--- src/rtl/aliens_map_pkg.sv ---
// Memory-map types and constants shared by the Aliens bus controller and decoder.
package aliens_map_pkg;

  typedef enum logic [2:0] {
    RGN_PROG,
    RGN_BANK,
    RGN_WORK,
    RGN_PAL,
    RGN_IO
  } region_t;

  typedef enum logic [1:0] {
    ST_IDLE,
    ST_ACCESS,
    ST_HOLD
  } state_t;

  typedef struct packed {
    logic       init;
    logic       woco;
    logic [4:0] rom_bank;
  } bank_reg_t;

  localparam int unsigned WS_W = 4;

  localparam logic [2:0] A_LOW_WIN  = 3'b000;  // A15:13 work/palette window
  localparam logic [2:0] A_BANK_WIN = 3'b001;  // A15:13 banked ROM window
  localparam logic [1:0] A_IO_WIN   = 2'b01;   // A15:14 IO region
  localparam logic [5:0] A_PAL_WIN  = 6'b000000;  // A15:10 palette overlay

endpackage

--- src/rtl/aliens_region_decode.sv ---
// Combinational Aliens address decode: address plus bank/control bits to one region.
module aliens_region_decode
  import aliens_map_pkg::*;
(
  input  logic [15:0] addr,
  input  logic        bk4,
  input  logic        woco,
  output region_t     region
);

  always_comb begin
    region = RGN_WORK;
    if (addr[15]) begin
      region = RGN_PROG;
    end else if (addr[15:14] == A_IO_WIN) begin
      region = RGN_IO;
    end else if (addr[15:13] == A_BANK_WIN) begin
      region = bk4 ? RGN_PROG : RGN_BANK;
    end else if (addr[15:13] == A_LOW_WIN && addr[12:10] == A_PAL_WIN[2:0] && woco) begin
      region = RGN_PAL;
    end
  end

endmodule

--- src/rtl/aliens_bus_ctrl.sv ---
// Clocked, wait-state-aware bus-cycle controller for the Aliens CPU address space.
// Optional bank-register readback is enabled by defining ALIENS_BANK_READBACK_EN.
module aliens_bus_ctrl
  import aliens_map_pkg::*;
#(
  parameter logic [3:0]  PROG_WS       = 4'd0,
  parameter logic [3:0]  BANK_WS       = 4'd1,
  parameter logic [3:0]  WORK_WS       = 4'd0,
  parameter logic [3:0]  PAL_WS        = 4'd1,
  parameter logic [3:0]  IO_WS         = 4'd2,
  parameter logic [15:0] BANK_REG_ADDR = 16'h5F88
) (
  input  logic        clk,
  input  logic        rst_n,
  input  logic        as_n,
  input  logic        rw,
  input  logic [15:0] addr,
  input  logic [7:0]  din,
  output logic [7:0]  dout,
  output logic        dout_en,
  output logic        prog_cs_n,
  output logic        bank_cs_n,
  output logic        work_cs_n,
  output logic        pal_cs_n,
  output logic        io_cs_n,
  output logic        rdy,
  output logic [4:0]  rom_bank,
  output logic        bk4,
  output logic        woco,
  output logic        init
);

  state_t          state, state_nxt;
  region_t         dec_region, region_q;
  logic            wr_q, hit_q;
  logic [WS_W-1:0] cnt_q, cnt_nxt, ws_sel;
  bank_reg_t       bank_q;

  logic [4:0]      sel_nxt;
  logic            rdy_nxt, load_bank, dout_en_nxt;
  logic [7:0]      dout_nxt;
  logic            active, done;

  logic            unused_din7;
  assign unused_din7 = din[7];

  aliens_region_decode u_decode (
    .addr   (addr),
    .bk4    (bank_q.rom_bank[4]),
    .woco   (bank_q.woco),
    .region (dec_region)
  );

  always_comb begin
    ws_sel = '0;
    case (dec_region)
      RGN_PROG: ws_sel = rw ? PROG_WS : '0;  // writes to ROM complete immediately
      RGN_BANK: ws_sel = BANK_WS;
      RGN_WORK: ws_sel = WORK_WS;
      RGN_PAL:  ws_sel = PAL_WS;
      RGN_IO:   ws_sel = IO_WS;
      default:  ws_sel = '0;
    endcase
  end

  always_ff @(posedge clk or negedge rst_n) begin
    if (!rst_n) begin
      state    <= ST_IDLE;
      cnt_q    <= '0;
      region_q <= RGN_WORK;
      wr_q     <= 1'b0;
      hit_q    <= 1'b0;
    end else begin
      state <= state_nxt;
      cnt_q <= cnt_nxt;
      if (state == ST_IDLE && !as_n) begin
        region_q <= dec_region;
        wr_q     <= !rw;
        hit_q    <= (addr == BANK_REG_ADDR) && (dec_region == RGN_IO);
      end
    end
  end

  always_comb begin
    state_nxt = state;
    cnt_nxt   = cnt_q;
    case (state)
      ST_IDLE: begin
        if (!as_n) begin
          state_nxt = ST_ACCESS;
          cnt_nxt   = ws_sel;
        end
      end
      ST_ACCESS: begin
        if (as_n)             state_nxt = ST_IDLE;
        else if (cnt_q == '0) state_nxt = ST_HOLD;
        else                  cnt_nxt   = cnt_q - 1'b1;
      end
      ST_HOLD: begin
        if (as_n) state_nxt = ST_IDLE;
      end
      default: state_nxt = ST_IDLE;
    endcase
  end

  // Outputs are registered one edge behind the state, so the
  // release after as_n rises lands one cycle after leaving HOLD.
  always_comb begin
    sel_nxt     = '0;
    dout_nxt    = '0;
    dout_en_nxt = 1'b0;
    active      = (state == ST_ACCESS && !as_n) || (state == ST_HOLD);
    done        = (state == ST_ACCESS && !as_n && cnt_q == '0) || (state == ST_HOLD);
    rdy_nxt     = done;
    load_bank   = (state == ST_ACCESS) && !as_n && (cnt_q == '0) && wr_q && hit_q;
    if (active) begin
      case (region_q)
        RGN_PROG: sel_nxt[4] = !wr_q;
        RGN_BANK: sel_nxt[3] = 1'b1;
        RGN_WORK: sel_nxt[2] = 1'b1;
        RGN_PAL:  sel_nxt[1] = 1'b1;
        RGN_IO:   sel_nxt[0] = 1'b1;
        default:  sel_nxt    = '0;
      endcase
    end
`ifdef ALIENS_BANK_READBACK_EN
    if (done && !wr_q && hit_q) begin
      dout_nxt    = {1'b0, bank_q};
      dout_en_nxt = 1'b1;
    end
`endif
  end

  always_ff @(posedge clk or negedge rst_n) begin
    if (!rst_n) begin
      {prog_cs_n, bank_cs_n, work_cs_n, pal_cs_n, io_cs_n} <= '1;
      rdy     <= 1'b0;
      dout    <= '0;
      dout_en <= 1'b0;
      bank_q  <= '0;
    end else begin
      {prog_cs_n, bank_cs_n, work_cs_n, pal_cs_n, io_cs_n} <= ~sel_nxt;
      rdy     <= rdy_nxt;
      dout    <= dout_nxt;
      dout_en <= dout_en_nxt;
      if (load_bank) begin
        bank_q <= '{init: din[6], woco: din[5], rom_bank: din[4:0]};
      end
    end
  end

  assign rom_bank = bank_q.rom_bank;
  assign bk4      = bank_q.rom_bank[4];
  assign woco     = bank_q.woco;
  assign init     = bank_q.init;

endmodule

--- config.mk ---
export PLATFORM = sky130hd
export DESIGN_NAME = aliens_bus_ctrl
export DESIGN_NICKNAME = d
export VERILOG_FILES = /design/src/rtl/aliens_map_pkg.sv /design/src/rtl/aliens_region_decode.sv /design/src/rtl/aliens_bus_ctrl.sv
export SDC_FILE = /design/constraint.sdc
export NUM_CORES = 1
export LEC_CHECK = 0
export ABC_AREA = 1
export CAP_MARGIN = 20
export CORE_MARGIN = 2
export CORE_UTILIZATION = 34
export DETAILED_ROUTE_END_ITERATION = 7
export MAX_ROUTING_LAYER = met4
export PLACE_DENSITY = 0.66
export SKIP_CTS_REPAIR_TIMING = 1
export SLEW_MARGIN = 5
export SYNTH_ARGS = -nofsm -noshare
export SYNTH_HDL_FRONTEND = slang
export SYNTH_SLANG_ARGS = --single-unit
--- constraint.sdc ---
create_clock -name clk -period 2.1 [get_ports clk]
set_input_delay 0.42 -clock clk [delete_from_list [all_inputs] [get_ports clk]]
set_output_delay 0.42 -clock clk [all_outputs]
set_load 0.05 [all_outputs]
==> metrics list, run 1 <==
* Outcome: completed
- In this run, distinct cell masters in the synthesized netlist total 22.
- At the worst endpoint, the arrival time is 1.54 ns.
* First drt pass iteration count: 4
- The die covers 4040 µm².
- The via count of the first global-routing pass was 1043.
* Width of the chip: 63.56 µm
* Register area share after synthesis: 0.5041
* Worst-case headroom to the max-slew limit: 0.6577
* WL final: 2491 µm
* Remaining routing DRC violations: 0
- Global placer's final weighted congestion: 0.7921
- Setup violations remaining at the end of the flow were counted as 0.
* Crit-path max FO: 4
* Effective utilization at floorplan: 0.3586
- Number of rows created at floorplan: 21
- Filler Cell Count: 335
- Dividing the detail-routed wire length by the instance count gives 10.65 µm.
* Proportion of netlist area held by the largest area contributor: 0.3734
* Cell type of the slowest stage on the worst timing path: sky130_fd_sc_hd__clkdlybuf4s50_1
- STA classifies the critical path startpoint as a flop.
* Clock buffers created by TritonCTS: 3
- Sum of buffers and inverters on the critical path: 1
* Worst-case hold slack: 0.4475 ns
* Worst endpoint required time: 1.68 ns
- Minimum setup slack after placement: 0.3744 ns
- Summing every instance area after synthesis gives 1206 µm².
- CP endpoint kind: output port
- The number of slew-limit violations in the final report is 0.
- During synthesis, Yosys emitted a total of 0 warnings.
* I/O pins: 51
* Placed cell area: 1627 µm²
- The total overflow left after global routing is 0.
- The first global-routing pass estimated 4436 µm of wire.
* Clock latency at the later pin of the worst-skew pair: 0.31 ns
- After the last flow step, the layout net total stands at 218.
- In this run the number of H-tree levels came out at 1.
* Maximum number of pins on one net before global-route repair: 25
* Most area-consuming cells after synthesis: sky130_fd_sc_hd__dfrtp_1 37%, sky130_fd_sc_hd__dfstp_2 13%, sky130_fd_sc_hd__nand2_1 11%
* Final setup TNS: 0 ns
* Area overhead of the layout relative to synthesis: 38.90%
- CTS tree: built
- Count of buffers inserted at the top-level ports: 40
- In the layout the commonest cells are 35 x sky130_fd_sc_hd__clkdlybuf4s50_1, 34 x sky130_fd_sc_hd__nand2_1, 18 x sky130_fd_sc_hd__dfrtp_1.
- Setup repair after global routing missed its margin: no
* Setup skew after layout: 0.003739 ns
- The critical path goes through clkdlybuf4s50_1.
- The library cell used most frequently in the layout, excluding fill and tap cells, is sky130_fd_sc_hd__clkdlybuf4s50_1.
* Maximum achievable frequency: 511.3 MHz
- Excluding fillers, the count of instances in the completed layout stands at 234.
* Cell taking the most area after synthesis: sky130_fd_sc_hd__dfrtp_1
- Number of antenna violations at the first check in global routing: 0
- Static leakage: 0.0008006 µW
- The worst-case IR drop observed on VDD is 398.8 µV.
- Longest Clk Path Bufs: 2
- Setup slack on the worst reg-to-reg path comes out at 0.61 ns.
- Power spread over the standard cell area amounts to 809.7 nW/µm².
- After legalization and detailed placement, the total HPWL measured 1987 µm.
* Die Height: 63.56 µm
- MaxCap Viol Count: 0
* Class of the worst hold path: in2async
* Cell type group with the largest total delay on the critical path: buffers and inverters
- Vias per std cell: 4.415
- The worst path meets setup with 0.1442 ns of slack.
* Number of standard cells after synthesis: 145
* # placed instances: 230
- The count of nets left with antenna violations once routing finished came out at 0.
* Mean Syn Cell Area: 8.318 µm²
- Minimum clock period: 1.956 ns
- Iteration-0 DRC count of the detailed router: 52
* Measured slew at the worst slew-check pin: 0.5127 ns
* Vias after detailed routing: 1033
- CP peak stage delay: 0.82 ns
* Cell area after layout: 1675 µm²
* Clock root buffer: sky130_fd_sc_hd__clkbuf_4
- Share of final-layout standard cells stronger than drive strength 1: 0.1223
- Flip-flop and latch count after synthesis: 24
- All-Layer GR Usage: 0.1426
* Area inside the core boundary: 3363 µm²
- After clock tree synthesis, the clock-pin slew on the worst setup and hold paths is 0.13 ns.
* Final Hold Vio Count: 0
- Class of the most critical setup path: reg2out
- Part of the cycle the worst path needs: 0.9314
* Sink Count: 24
- 0 antenna diodes ended up in the layout.
## stage by stage
stage	power [µW]	utilization
6_report	1357	0.4981
3_3_place_gp	1100	0.4836
2_1_floorplan	981.3	-
4_1_cts	1368	0.4944
5_1_grt	1460	0.4981
3_5_place_dp	1126	0.4836
## where the power goes
| group | total, µW | switching (µW) | internal (µW) |
|---|---|---|---|
| clock | 241 | 135 | 106 |
| combinational | 500 | 316 | 184 |
| sequential | 616 | 67.4 | 549 |
| total | 1360 | 518 | 839 |
## synthesized netlist by cell type (all sizes together)
cell    count
dfrtp      18
nand4       4
dfstp       6
nor2       20
ha          1
xnor2       1
conb        1
nand2      37
nand3      16
inv        19
buf        10
o21ai       8
nand3b      2
a21oi       2
## cell type report
type / instances / area (µm²) / area share
Sequential cell: 24 / 608.1 / 0.3630
Multi-Input combinational cell: 100 / 481.7 / 0.2875
Timing Repair Buffer: 41 / 420.4 / 0.2509
Inverter: 19 / 71.32 / 0.04257
Tap cell: 46 / 57.56 / 0.03435
Clock buffer: 4 / 36.28 / 0.02166
## per-layer routing
layer | global-route usage | wire (µm) | vias to the layer above
met2 | 0.2566 | 1325 | 40
met3 | 0.03571 | 162 | 4
met5 | - | 0 | -
met4 | 0.03804 | 25 | 0
li1 | - | - | 525
met1 | 0.1559 | 978 | 464
## worst paths after layout
| kind | cells after the start | to | start |
|---|---|---|---|
| max | 1 | rom_bank[4] | rom_bank[4]$_DFFE_PN0P_ |
| min | 2 | state[1]$_DFFE_PN0P_ | rst_n |
| max reg2reg | 9 | init$_DFFE_PN0P_ | cnt_q[0]$_DFFE_PN0P_ |
| min reg2reg | 2 | init$_DFFE_PN0P_ | init$_DFFE_PN0P_ |
| max in group asynchronous | 2 | region_q[1]$_DFFE_PN1P_ | rst_n |
| min in group clk | 2 | init$_DFFE_PN0P_ | init$_DFFE_PN0P_ |
## cells by family after synthesis
group,Yosys count,synth area share
AO/OA/AOI/OAI,10,0.04460
XOR/XNOR,1,0.007263
adder cells (fa/ha/maj),1,0.01037
buffers and inverters,29,0.1214
flip-flops,24,0.5041
other,1,0.003109
AND/OR/NAND/NOR,79,0.3091
## sequential cells by signal, summed over array words and instances (netlist names)
signal and flops:
wr_q 1, prog_cs_n 1, bank_cs_n 1, rom_bank 5, rdy 1, region_q 3
work_cs_n 1, init 1, cnt_q 4, io_cs_n 1, pal_cs_n 1, woco 1
state 2, hit_q 1
(Power assumes the default switching activity.)
==> inputs of run 2 (changes only) <==
--- a/config.mk
+++ b/config.mk
@@ -6,6 +6,7 @@
 export NUM_CORES = 1
 export LEC_CHECK = 0
 export ABC_AREA = 1
+export ABC_CLOCK_PERIOD_IN_PS = 2100
 export CAP_MARGIN = 20
 export CORE_MARGIN = 2
 export CORE_UTILIZATION = 34
==> results of run 2 <==
No change in the layout: final DEF, timing and power equal those of run 1.
==> inputs of run 3 (changes only) <==
--- a/config.mk
+++ b/config.mk
@@ -10,9 +10,11 @@
 export CAP_MARGIN = 20
 export CORE_MARGIN = 2
 export CORE_UTILIZATION = 34
+export CTS_BUF_LIST = sky130_fd_sc_hd__clkbuf_16
+export CTS_CLUSTER_SIZE = 20
 export DETAILED_ROUTE_END_ITERATION = 7
 export MAX_ROUTING_LAYER = met4
-export PLACE_DENSITY = 0.66
+export PLACE_DENSITY = 0.73
 export SKIP_CTS_REPAIR_TIMING = 1
 export SLEW_MARGIN = 5
 export SYNTH_ARGS = -nofsm -noshare
==> run 3 against run 2 <==
  * Final cell count stayed put
  * Worst setup slack worse by 0.025 ns
  * Largest power group unchanged
  * Critical endpoint is now bank_cs_n
  * Maximum frequency fell by 1.3%
  * Via count shrank 3.0%
==> metrics list, run 3 (synthesis gave the netlist of run 1 again) <==
- Of all nets on the critical path, the largest fanout is 1.
- Max-cap violations in this run came to 0.
- Class of the most critical setup path: reg2out
- Maximum ir drop on the vdd rail: 466.7 µV
- Clock skew on the completed layout was measured at 0.001834 ns.
- In this run the power density over the cells is 884.3 nW/µm².
- Data arrives at the worst endpoint at 1.56 ns.
- Filler Cell Count: 325
* All-Layer GR Usage: 0.1362
- Worst endpoint required time: 1.68 ns
* Net count reported at finish: 218
* Class of the worst hold path: reg2reg
- In the layout the commonest cells are 40 x sky130_fd_sc_hd__clkdlybuf4s50_1, 34 x sky130_fd_sc_hd__nand2_1, 18 x sky130_fd_sc_hd__dfrtp_1.
* Logic gate share of total power: 0.323
- The share of total power dissipated in the clock network is 0.269.
- Cell type of the slowest stage on the worst timing path: sky130_fd_sc_hd__clkdlybuf4s50_1
- Count of buffers inserted at the top-level ports: 40
- Antenna Violating Nets Remaining: 0
- The first global-routing pass estimated 4236 µm of wire.
- Met3 routed wirelength: 162 µm
- CTS tree: built
- Leaving out fill and tap cells, the most frequent cell in the layout is sky130_fd_sc_hd__clkdlybuf4s50_1.
* Chain of cells forming the critical path: clkdlybuf4s50_1
* Clock latency at the later pin of the worst-skew pair: 0.25 ns
- The floorplan step set the die width to 63.56 µm.
- Vias per std cell: 4.282
* Cell type group with the largest total delay on the critical path: buffers and inverters
- Outcome: completed
* Number of antenna violations at the first check in global routing: 0
- Setup repair after global routing left no endpoint under its margin.
* Sum of buffers and inverters on the critical path: 1
- The share of total power dissipated in sequential elements is 0.408.
- Largest register FFs: 5
- Measured slew at the worst slew-check pin: 0.5223 ns
- Register cell area after layout: 608.1 µm²
* Register clock-pin slew on the reported worst setup and hold paths: 0.06 ns
- Worst-case headroom to the max-slew limit: 0.6507
- The initial utilization of the core area, before any placement, comes to 0.3586.
- Clock root buffer: sky130_fd_sc_hd__clkbuf_16
- 51 I/O pins were placed.
* Die Height: 63.56 µm
- In the final layout, the share of cells above drive strength 1 is 0.1170.
- The total count of hold-check failures in the final report is 0.
- Static leakage: 0.0008174 µW
- The core region is 3363 µm².
- In the final routed layout, each cell accounts on average for 9.829 µm.
- The largest single stage delay on the critical path is 0.79 ns.
* Clock buffers created by TritonCTS: 3
* Final setup violation count: 0
- Met2 WL post-DR: 1011 µm
- Iteration-0 DRC count of the detailed router: 28
* First drt pass iteration count: 4
* Maximum achievable frequency: 504.8 MHz
* Die area: 4040 µm²
* Cell area after layout: 1705 µm²
- Summed over all layers, the routed wires come to 2300 µm.
- Met1 wire length: 1100 µm
* CP endpoint kind: output port
* Antenna diode instance count: 0
- The via count of the first global-routing pass came to 1000.
- Highest signal layer in the routed design: met4
- Sink Count: 24
* Longest Clk Path Bufs: 2
- Vias after detailed routing: 1002
- H-tree depth: 1
- Final slew viol count: 0
* Number of rows created at floorplan: 21
- Area occupied by multi-input gates: 481.7 µm²
* Part of the cycle the worst path needs: 0.9434
- Relative to the synthesized area, the layout overhead comes to 41.39%.
* Net Sw Frac: 0.3452
- Once detailed placement completed, the half-perimeter wirelength came to 1734 µm.
- Final setup TNS: 0 ns
- Counting I/O delays and the setup requirement, the final critical path takes 1.981 ns.
- The worst setup path is launched from a flop.
- Net Sw Power: 520.6 µW
* Remaining routing DRC violations: 0
- Entering global routing, the biggest net connects 25 pins.
- The internal portion of the total power is 987.5 µW.
* GR Overflow Total: 0
- Placed cell area: 1627 µm²
- Routability-driven placement finished with a final weighted congestion of 0.7883.
==> run 3: routing by layer <==
metal  vias up  GRT usage
met5         -          -
met4         0    0.04348
met3         4    0.03929
met2        39     0.2092
met1       434     0.1735
li1        525          -
==> run 3: stage by stage <==
stage               power (µW)  hold slack (ns)  std cells  utilization  worst slack (ns)
detailed placement        1112           0.4582        230       0.4836            0.3623
CTS                       1523           0.4732        234       0.5071            0.1066
global placement          1103           0.4535        230       0.4836            0.3526
finish                    1508           0.4718        234       0.5071            0.1189
floorplan                981.3           0.1244        153            -            0.7586
global route              1619           0.4890        234       0.5071           0.08184
==> run 3: final cells by class <==
class | instances | share of cell area
Sequential cell | 24 | 0.3566
Inverter | 19 | 0.04182
Multi-Input combinational cell | 100 | 0.2825
Clock buffer | 3 | 0.04402
Tap cell | 46 | 0.03375
Clock inverter | 1 | 0.002201
Timing Repair Buffer | 41 | 0.2392
==> run 3: final timing paths <==
| kind | startpoint | endpoint | slack (ns) | cells after the start |
|---|---|---|---|---|
| setup / recovery | bank_cs_n$_DFF_PN1_ | bank_cs_n | 0.12 | 1 |
| min in group asynchronous | rst_n | state[1]$_DFFE_PN0P_ | 0.53 | 2 |
| hold reg to reg | init$_DFFE_PN0P_ | init$_DFFE_PN0P_ | 0.47 | 2 |
| hold / removal | init$_DFFE_PN0P_ | init$_DFFE_PN0P_ | 0.47 | 2 |
| setup reg to reg | cnt_q[0]$_DFFE_PN0P_ | rom_bank[2]$_DFFE_PN0P_ | 0.64 | 9 |
| max in group asynchronous | rst_n | region_q[1]$_DFFE_PN1P_ | 1.29 | 2 |
==> run 3: power by group through the flow <==
stage	Combinational (µW)	Sequential (µW)	Clock [µW]
finish	487	616	406
global placement	483	620	0
CTS	492	615	416
global route	558	628	433
floorplan	321	660	0
detailed placement	490	623	0
